[src/rtl/pixel_threshold_proc_pkg.sv]
// Shared definitions for the pixel threshold / greyscale processor stage.
package pixel_threshold_proc_pkg;

  localparam logic [1:0] MODE_IDLE = 2'b00;
  localparam logic [1:0] MODE_TH   = 2'b01;
  localparam logic [1:0] MODE_GRAY = 2'b10;

  localparam int COEF_R_DEF = 77;
  localparam int COEF_G_DEF = 150;
  localparam int COEF_B_DEF = 29;

  localparam int STG_BYTES = 12;

  typedef enum logic [1:0] {
    S_IDLE  = 2'd0,
    S_RUN   = 2'd1,
    S_FLUSH = 2'd2,
    S_DONE  = 2'd3
  } proc_state_e;

  // BMP row length in bytes: 3 bytes per pixel rounded up to a 4-byte multiple.
  function automatic logic [17:0] row_bytes_of(input logic [15:0] width);
    logic [17:0] px;
    px = 18'(width) * 18'd3;
    return (px + 18'd3) & ~18'd3;
  endfunction

endpackage

[src/rtl/pixel_threshold_proc_grey.sv]
// Combinational BGR -> grey conversion with optional black/white threshold.
module pixel_grey_calc
  import pixel_threshold_proc_pkg::*;
#(
  parameter int COEF_R = COEF_R_DEF,
  parameter int COEF_G = COEF_G_DEF,
  parameter int COEF_B = COEF_B_DEF
) (
  input  logic [7:0] b,
  input  logic [7:0] g,
  input  logic [7:0] r,
  input  logic [1:0] mode,
  input  logic [7:0] thr,
  output logic [7:0] pix_out
);

  logic [15:0] sum;
  logic [7:0]  grey;

  always_comb begin
    sum  = 16'(COEF_R) * 16'(r) + 16'(COEF_G) * 16'(g) + 16'(COEF_B) * 16'(b);
    grey = sum[15:8];
    if (mode == MODE_TH) pix_out = (grey >= thr) ? '1 : '0;
    else                 pix_out = grey;
  end

endmodule

[src/rtl/pixel_threshold_proc.sv]
// Pixel processor: BMP pixel-array words in, thresholded/grey words out, byte count preserved.
module pixel_threshold_proc
  import pixel_threshold_proc_pkg::*;
#(
  parameter int DATA_BUS_SIZE = 32,
  parameter int COEF_R        = COEF_R_DEF,
  parameter int COEF_G        = COEF_G_DEF,
  parameter int COEF_B        = COEF_B_DEF
) (
  input  logic                     clk,
  input  logic                     rst,
  input  logic [1:0]               mode,
  input  logic [7:0]               data_proc,
  input  logic [15:0]              width_px,
  input  logic [DATA_BUS_SIZE-1:0] data_in,
  input  logic                     data_in_vld,
  input  logic                     eof,
  output logic [DATA_BUS_SIZE-1:0] data_out,
  output logic                     vld_out,
  output logic                     proc_done,
  output logic                     err
);

  proc_state_e  state_q, state_d;
  logic [1:0]   mode_q;
  logic [7:0]   thr_q;
  logic [15:0]  width_q;
  logic [17:0]  col_q, col_d;
  logic [15:0]  pend_q, pend_d;
  logic [1:0]   pend_cnt_q, pend_cnt_d;
  logic [95:0]  stg_q, stg_d;
  logic [3:0]   stg_cnt_q, stg_cnt_d;

  logic [1:0]   cur_mode;
  logic [7:0]   cur_thr;
  logic [15:0]  cur_width;
  logic [17:0]  px_bytes, row_bytes;
  logic [7:0]   lane [4];
  logic [7:0]   strm [6];
  logic [2:0]   n_pix, strm_cnt;
  logic [1:0]   npx, lo;
  logic [7:0]   px_out [2];
  logic         accept, mode_ok;
  logic [47:0]  new_b;
  logic [2:0]   new_k;
  logic [143:0] cmb, rem;
  logic [4:0]   cmb_cnt, rem_cnt;
  logic         emit, ovf, err_set;

  // The accepting IDLE cycle uses the live inputs; later words use the latched copies.
  always_comb begin
    cur_mode  = (state_q == S_IDLE) ? mode      : mode_q;
    cur_thr   = (state_q == S_IDLE) ? data_proc : thr_q;
    cur_width = (state_q == S_IDLE) ? width_px  : width_q;
    px_bytes  = 18'(cur_width) * 18'd3;
    row_bytes = row_bytes_of(cur_width);
    n_pix     = '0;
    for (int unsigned i = 0; i < 4; i++) begin
      lane[i] = data_in[8*i +: 8];
      if (col_q + 18'(i) < px_bytes) n_pix = n_pix + 3'd1;
    end
    strm_cnt = 3'(pend_cnt_q) + n_pix;
    // Carried bytes first, then this word's pixel lanes; padding is always a word tail.
    for (int unsigned j = 0; j < 6; j++) begin
      strm[j] = '0;
      if (j < 32'(pend_cnt_q))
        strm[j] = (j == 0) ? pend_q[7:0] : pend_q[15:8];
      else if (j - 32'(pend_cnt_q) < 32'(n_pix))
        strm[j] = lane[2'(j - 32'(pend_cnt_q))];
    end
    if (strm_cnt >= 3'd6) begin
      npx = 2'd2;
      lo  = 2'(strm_cnt - 3'd6);
    end else if (strm_cnt >= 3'd3) begin
      npx = 2'd1;
      lo  = 2'(strm_cnt - 3'd3);
    end else begin
      npx = 2'd0;
      lo  = 2'(strm_cnt);
    end
  end

  pixel_grey_calc #(.COEF_R(COEF_R), .COEF_G(COEF_G), .COEF_B(COEF_B)) u_grey0 (
    .b(strm[0]), .g(strm[1]), .r(strm[2]), .mode(cur_mode), .thr(cur_thr), .pix_out(px_out[0])
  );

  pixel_grey_calc #(.COEF_R(COEF_R), .COEF_G(COEF_G), .COEF_B(COEF_B)) u_grey1 (
    .b(strm[3]), .g(strm[4]), .r(strm[5]), .mode(cur_mode), .thr(cur_thr), .pix_out(px_out[1])
  );

  always_comb begin
    mode_ok = (mode == MODE_TH) || (mode == MODE_GRAY);
    case (state_q)
      S_IDLE:  accept = data_in_vld && mode_ok;
      S_RUN:   accept = data_in_vld;
      default: accept = 1'b0;
    endcase
    new_b      = '0;
    new_k      = '0;
    pend_d     = pend_q;
    pend_cnt_d = pend_cnt_q;
    col_d      = col_q;
    if (accept) begin
      for (int unsigned j = 0; j < 6; j++)
        if (j < 32'(npx) * 3) new_b[8*j +: 8] = (j < 3) ? px_out[0] : px_out[1];
      new_k      = 3'(npx) * 3'd3 + (3'd4 - n_pix);
      pend_cnt_d = lo;
      pend_d     = (npx == 2'd0) ? {strm[1], strm[0]} : {strm[4], strm[3]};
      col_d      = (col_q + 18'd4 >= row_bytes) ? '0 : col_q + 18'd4;
    end else if (state_q == S_FLUSH) begin
      // Incomplete pixel bytes resolve to zero.
      new_k      = 3'(pend_cnt_q);
      pend_d     = '0;
      pend_cnt_d = '0;
    end else if (state_q == S_DONE) begin
      col_d      = '0;
      pend_d     = '0;
      pend_cnt_d = '0;
    end
  end

  // Staged bytes above the count are kept at zero, so a partial final word is zero-padded.
  always_comb begin
    cmb       = {48'b0, stg_q} | (144'(new_b) << (8 * stg_cnt_q));
    cmb_cnt   = 5'(stg_cnt_q) + 5'(new_k);
    emit      = (cmb_cnt >= 5'd4) || ((state_q == S_FLUSH) && (cmb_cnt != '0));
    rem       = emit ? (cmb >> 32) : cmb;
    rem_cnt   = emit ? ((cmb_cnt >= 5'd4) ? cmb_cnt - 5'd4 : '0) : cmb_cnt;
    ovf       = rem_cnt > 5'(STG_BYTES);
    stg_d     = rem[95:0];
    stg_cnt_d = ovf ? 4'(STG_BYTES) : 4'(rem_cnt);
  end

  always_comb begin
    state_d = state_q;
    err_set = 1'b0;
    unique case (state_q)
      S_IDLE:  if (accept) state_d = eof ? S_FLUSH : S_RUN;
      S_RUN:   if (eof) state_d = S_FLUSH;
      S_FLUSH: begin
        err_set = data_in_vld;
        if (rem_cnt == '0) state_d = S_DONE;
      end
      S_DONE: begin
        err_set = data_in_vld;
        state_d = S_IDLE;
      end
      default: state_d = S_IDLE;
    endcase
  end

  always_ff @(posedge clk) begin
    if (rst) begin
      state_q    <= S_IDLE;
      mode_q     <= '0;
      thr_q      <= '0;
      width_q    <= '0;
      col_q      <= '0;
      pend_q     <= '0;
      pend_cnt_q <= '0;
      stg_q      <= '0;
      stg_cnt_q  <= '0;
      data_out   <= '0;
      vld_out    <= 1'b0;
      proc_done  <= 1'b0;
      err        <= 1'b0;
    end else begin
      state_q    <= state_d;
      col_q      <= col_d;
      pend_q     <= pend_d;
      pend_cnt_q <= pend_cnt_d;
      stg_q      <= stg_d;
      stg_cnt_q  <= stg_cnt_d;
      if ((state_q == S_IDLE) && accept) begin
        mode_q  <= mode;
        thr_q   <= data_proc;
        width_q <= width_px;
      end
      vld_out <= emit;
      if (emit) data_out <= cmb[DATA_BUS_SIZE-1:0];
      proc_done <= (state_q == S_DONE);
      err       <= err | err_set | ovf;
    end
  end

endmodule
[config.mk]
export PLATFORM = sky130hd
export DESIGN_NAME = pixel_threshold_proc
export DESIGN_NICKNAME = d
export VERILOG_FILES = /design/src/rtl/pixel_threshold_proc_pkg.sv /design/src/rtl/pixel_threshold_proc_grey.sv /design/src/rtl/pixel_threshold_proc.sv
export SDC_FILE = /design/constraint.sdc
export NUM_CORES = 1
export LEC_CHECK = 0
export ABC_AREA = 1
export CAP_MARGIN = 30
export CELL_PAD_IN_SITES_DETAIL_PLACEMENT = 1
export CELL_PAD_IN_SITES_GLOBAL_PLACEMENT = 1
export CORE_UTILIZATION = 41
export DETAILED_ROUTE_END_ITERATION = 10
export GPL_TIMING_DRIVEN = 0
export MAX_ROUTING_LAYER = met4
export PLACE_DENSITY_LB_ADDON = 0.1
export SKIP_CTS_REPAIR_TIMING = 1
export SKIP_LAST_GASP = 1
export SLEW_MARGIN = 40
export SYNTH_ARGS = -nofsm -noshare
export SYNTH_HDL_FRONTEND = slang
export SYNTH_SLANG_ARGS = --single-unit
[constraint.sdc]
create_clock -name clk -period 14.4 [get_ports clk]
set_input_delay 2.88 -clock clk [delete_from_list [all_inputs] [get_ports clk]]
set_output_delay 2.88 -clock clk [all_outputs]
set_load 0.01 [all_outputs]
# Word-level counts from Yosys, hierarchy flattened
# Index checks and enable logic that the tools add are counted.
[word_totals] register_bits=199 input_bits=62 wordCells=188 out_inout_bits=35
[op_classes] n_addsub=25 reduce_logical=15 n_eq_ne=10 bitwise=9 shifts=1 mux=73 n_mul=9 n_lt_le_gt_ge=32
[op_table] operator="$mux 8" n=32
[op_table] operator="$lt 32x3->1" n=6
[op_table] operator="$or 96x128->128" n=1
[op_table] operator="$shl 48x7->128" n=1
[op_table] operator="$bmux 8 s2" n=6
[op_table] operator="$mux 96" n=1
[op_table] operator="$mux 16" n=5
[op_table] operator="$lt 18x18->1" n=4
[op_table] operator="$mux 18" n=4
[op_table] operator="$mul 7x8->15 const A" n=4
[op_table] operator="$add 18x2->18 const B" n=3
[op_table] operator="$mux 48" n=1
[op_table] operator="$add 15x16->16" n=2
[op_table] operator="$add 16x13->16" n=2
[op_table] operator="$mul 5x8->13 const A" n=2
[op_table] operator="$mux 2" n=13
[op_table] operator="$ge 3x3->1 const B" n=7
[op_table] operator="$add 18x1->18 const B" n=1
[op_table] operator="$add 18x3->18 const B" n=1
[op_table] operator="$ge 18x18->1" n=1
[op_table] operator="$mul 16x2->18 const B" n=1
[op_table] operator="$not 2->3" n=6
[op_table] operator="$ge 8x8->1" n=2
[op_table] operator="$mux 5" n=2
[op_table] operator="41 further kinds" n=66

# Logic depth before layout (Yosys ltp)
[logic_depth] depth_word=26 depth_mapped=88 depth_no_buf=86

# Hierarchy
# From an unflattened synthesis, not the netlist that was laid out.
[hier_totals] cells_unflattened=3153 area_unflattened_um2=21506.9
[modules_own_cells] mod="pixel_threshold_proc" n_inst=1 seq_area_each_um2=3943.8 area_per_inst_um2=14253.7 cells_each=2234
[modules_own_cells] mod="pixel_grey_calc (u_grey0)" n_inst=1 seq_area_each_um2=0.0 area_per_inst_um2=3633.5 cells_each=464
[modules_own_cells] mod="pixel_grey_calc (u_grey1)" n_inst=1 seq_area_each_um2=0.0 area_per_inst_um2=3619.7 cells_each=455

# Worst setup path before layout
# No wires, ideal clock.
[synth_timing] kind="input-to-reg" start="input width_px[1]" end="register stg_q[5]" required_ns=14.274 stages=75 path_slack_ns=-0.942 arrival_ns=15.216 path_buffers=1 path_cell_list="nand2_1 -> o21ai_0 -> ha_1 -> fa_1 -> nand2_1 -> nand2_1 -> nand2_1 -> nand2_2 -> nand4_2 -> nand3_2 -> nand3_1 -> nand2_1 -> xor2_1 -> ha_1 -> a21oi_1 -> inv_1 -> a21oi_1 -> inv_1 -> [... 39 more ...] -> o21a_1 -> o21a_1 -> o21a_1 -> o21a_1 -> o21a_1 -> o21ai_0 -> nand2_1 -> o211ai_1 -> inv_2 -> buf_2 -> nand2_1 -> nand2_1 -> nand2_1 -> nand2_1 -> nand2_1 -> o21bai_2 -> nand2_1 -> o21ai_1"
[synth_via] elab_chain_len=24 word_cells_on_any_way=75 classes_between="add/sub: 11; mul: 9; order compare: 21; shift: 1; mux: 29; bitwise: 1; reduce/logical: 3"
[synth_rtl] item="from (decl)" line="pixel_threshold_proc.sv:14" text="input logic [15:0] width_px,"
[synth_rtl] item="$mux 16 (*)" line="pixel_threshold_proc.sv:54" text="cur_width = (state_q == S_IDLE) ? width_px : width_q;"
[synth_rtl] item="$mul 16x2->18 (*)" line="pixel_threshold_proc.sv:55" text="px_bytes = 18'(cur_width) * 18'd3;"
[synth_rtl] item="$lt 18x18->1" line="pixel_threshold_proc.sv:60" text="if (col_q + 18'(i) < px_bytes) n_pix = n_pix + 3'd1;"
[synth_rtl] item="$mux 1" line="pixel_threshold_proc.sv:60"
[synth_rtl] item="$add 1x1->2" line="pixel_threshold_proc.sv:60"
[synth_rtl] item="$mux 2" line="pixel_threshold_proc.sv:60"
[synth_rtl] item="$add 3x1->3" line="pixel_threshold_proc.sv:60"
[synth_rtl] item="$mux 3" line="pixel_threshold_proc.sv:60"
[synth_rtl] item="[... 7 more ...]"
[synth_rtl] item="$add 16x13->16" line="pixel_threshold_proc_grey.sv:21" text="sum = 16'(COEF_R) * 16'(r) + 16'(COEF_G) * 16'(g) + 16'(COEF_B) * 16'(b);"
[synth_rtl] item="$ge 8x8->1" line="pixel_threshold_proc_grey.sv:23" text="if (mode == MODE_TH) pix_out = (grey >= thr) ? '1 : '0;"
[synth_rtl] item="$mux 8 (2 in series)" line="pixel_threshold_proc_grey.sv:23"
[synth_rtl] item="$mux 8" line="pixel_threshold_proc.sv:105" text="if (j < 32'(npx) * 3) new_b[8*j +: 8] = (j < 3) ? px_out[0] : px_out[1];"
[synth_rtl] item="$mux 48" line="pixel_threshold_proc.sv:103" text="if (accept) begin"
[synth_rtl] item="$shl 48x7->128" line="pixel_threshold_proc.sv:124" text="cmb = {48'b0, stg_q} | (144'(new_b) << (8 * stg_cnt_q));"
[synth_rtl] item="$or 96x128->128" line="pixel_threshold_proc.sv:124"
[synth_rtl] item="$mux 96 (*)" line="pixel_threshold_proc.sv:127" text="rem = emit ? (cmb >> 32) : cmb;"
[synth_rtl] item="to (signal assigned)" line="pixel_threshold_proc.sv:172" text="stg_q <= stg_d;"
[synth_rtl] item="to (decl)" line="pixel_threshold_proc.sv:31" text="logic [95:0] stg_q, stg_d;"
# Every way passes the cells marked *; elsewhere a longest branch is shown, timed or not.
# A chain may end at the register's enable or synchronous reset.

# Worst setup path after layout
[layout_timing] start="input width_px[3]" end="register stg_q[40]"
# Same word-level chain as after synthesis.

==> results.py <==
metrics = {
    "worst_setup_path": {
        "crit_type": "primary input to register",
        "crit_top_cell": "nand2_2",
        "crit_family": "adder cells",
        "crit_required_ns": 14.77,
        "slowest_stage": "fa_1",
        "r2r_setup_slack_ns": -0.63,
        "r2r_start": "state_q[0]",
        "crit_arrival_ns": 15.85,
        "ff2ff_path_depth": 81,
        "critical-path-max-stage-delay_ns": 0.56,
        "r2r_end": "stg_q[40]",
        "crit_fanout": 8,
        "path_buf_inv": 16,
        "end_kind": "register",
        "start_kind": "primary input",
    },
    "sta": {
        "period_share_pct": 107.5,
        "setup_viol": 128,
        "rsz0062_at_grt": "true",
        "worstMarginPinSlew_ns": 1.272,
        "holdWs_ns": 0.4520,
        "fin_crit_ns": 15.48,
        "fmax_mhz": 64.60,
        "clock-skew-final_ns": 0.01625,
        "worst_slack_ns": -1.079,
        "hold_viol": 0,
        "maxSlewHeadroom_pct": 15.18,
        "tns_ns": -114.21,
        "drv_slew": 0,
    },
    "detailed_routing": {
        "routed_wl_mm": 79.06,
        "dr.pass1.iters": 5,
        "viasPerCell": 5.410,
        "vias": 21460,
        "drt_iter0_drc": 1076,
        "routedWlPerCell_um": 19.93,
        "ant_nets": 0,
        "wl_met1_mm": 35.13,
        "drc": 0,
        "wl_met2_mm": 39.83,
        "wl_met3_mm": 2.045,
        "top_layer": "met4",
    },
    "hold_path": {
        "min_from": "data_out[30]",
        "worstHoldPathType": "register to register",
        "hold_depth": 2,
        "holdPathEnd": "data_out[30]",
    },
    "clock_tree": {
        "cts_tree": "built",
        "cts_buffers": 17,
        "worst_skew_pair.late_latency_ns": 0.48,
        "cts_root_buf": "clkbuf_16",
        "path_clk_slew_ns": 0.08,
        "cts_buffer_depth": 2,
        "cts.sinks": 197,
        "cts.htree.levels": 4,
    },
    "yosys": {
        "ys_seq_area_share_pct": 18.75,
        "avgSynthCellArea_sq_um": 6.853,
        "syn_nets": 3530,
        "synthCells": 3069,
        "syn_area_sq_mm": 0.02103,
        "yosysWarnings": 0,
        "synthDistinctLibCells": 56,
        "synth_seq_cells": 197,
    },
    "place": {
        "place_area_sq_mm": 0.02310,
        "dp_hpwl_mm": 62.12,
        "gp_congestion": 0.9406,
        "io_buffers": 95,
    },
    "global_route": {
        "grt-ovfl-total": 0,
        "grt_max_degree": 19,
        "antenna_found_initial": 0,
        "grt_usage_pct": 29.70,
        "grt_pass1_wl_mm": 119.3,
        "first_global_vias": 22470,
    },
    "floorplanning": {
        "initial_core_util_pct": 41.75,
        "io_pins": 97,
        "die_area_sq_mm": 0.05221,
        "dieHeight_um": 228.5,
        "num_rows": 82,
        "core-area_sq_mm": 0.05038,
        "die_w_um": 228.5,
    },
    "cells_and_area": {
        "final_cell_mix": "695 x nand2_1, 442 x inv_1, 246 x ha_1",
        "area_delta_synth_final_pct": 28.11,
        "fin_nets": 3743,
        "fillers": 6281,
        "final_area_sq_mm": 0.02694,
        "final_common_cell": "nand2_1",
        "drive_gt1_share_pct": 19.27,
        "num_antenna_cells": 0,
    },
    "status": {
        "violations": "negative setup slack",
        "outcome": "finished, violations left",
    },
    "flow_run": {
        "drv_cap": 0,
    },
}
## worst min-delay path: cells and delay by family (launching register included)
family        cells  cell delay, ns
flops             1            0.31
simple gates      2            0.10
## routing by layer
layer  vias to the layer above  track usage, %
met4                         0           7.383
met3                       128           3.231
met1                     10700           36.59
li1                      10280               -
met5                         -               -
met2                       358           51.57
## cell families after synthesis
group | share of synthesized area [%]
simple gates | 23.97
buf+inv | 11.20
compound gates | 15.53
fa+ha+maj | 27.84
flops | 18.75
xor+xnor | 2.701
## worst max-delay path by stage
stage,startpoint,end,slack (ns),cells past startpoint
global route,width_px[3],stg_q[72],-1.55,77
finish,width_px[3],stg_q[40],-1.08,77
CTS,width_px[1],stg_q[6],-2.55,75
global placement,width_px[2],stg_q[6],-2.74,75
floorplan,width_px[2],stg_q[13],0.03,80
detailed placement,width_px[1],stg_q[6],-2.92,75
## metrics by stage
| step | setup slack [ns] | utilization (%) | instances |
|---|---|---|---|
| 2_1_floorplan | 0.03014 | - | 3069 |
| 3_3_place_gp | -2.742 | 45.79 | 3836 |
| 3_5_place_dp | -2.917 | 45.85 | 3837 |
| 4_1_cts | -2.545 | 46.98 | 3869 |
| 5_1_grt | -1.554 | 53.49 | 3967 |
| 6_report | -1.079 | 53.49 | 3967 |
## sequential cells by signal (all words and copies together) (netlist names)
signal and cells:
proc_done 1, pend_q 16, data_out 32, stg_q 96, pend_cnt_q 2, vld_out 1
col_q 16, width_q 16, state_q 2, err 1, stg_cnt_q 4, thr_q 8
mode_q 2
## final cells by class
type,instances,area (sq um),area share [%]
well taps,672,840.8,3.120
multi-input cells,2261,17380,64.49
inverters,487,1841,6.831
repair buffers,194,1800,6.682
clock inverters,12,105.1,0.3901
plain buffers,124,571.8,2.122
flip-flops and latches,197,3944,14.64
clock buffers,20,466.7,1.732
## cells in the mapped netlist (all sizes together)
cell       n  area share (%)
o221ai     2           0.083
and3       1           0.030
clkbuf    86             1.5
nor3      13            0.31
dfxtp    197              19
nand3b     3            0.11
a221oi     3            0.12
nor3b      4            0.17
o21ai    249             6.0
o31ai      3            0.11
nor4       3           0.089
o21bai    43             1.6
nand4     22            0.68
a32oi      7            0.29
and2       3           0.089
a21oi    176             4.2
clkinv     5           0.089
or2       16            0.48
nor2     152             2.8
a31oi     11            0.33
a22oi      2           0.071
fa       115              11
xnor2     11            0.46
a21boi     8            0.29
a211oi     7            0.31
ha       284              17
nand2    844              15
inv      482             8.6
o21a      12            0.43
o2111ai    1           0.042
nand3    166             4.0
o22ai     19            0.57
a21o       3            0.11
xor2      53             2.2
a31o       2           0.083
buf       38            0.98
o211ai    23            0.84
Power is left out: the tool's default activity adds up to more than one toggle a clock period on the data nets, which glitch-free logic cannot reach.
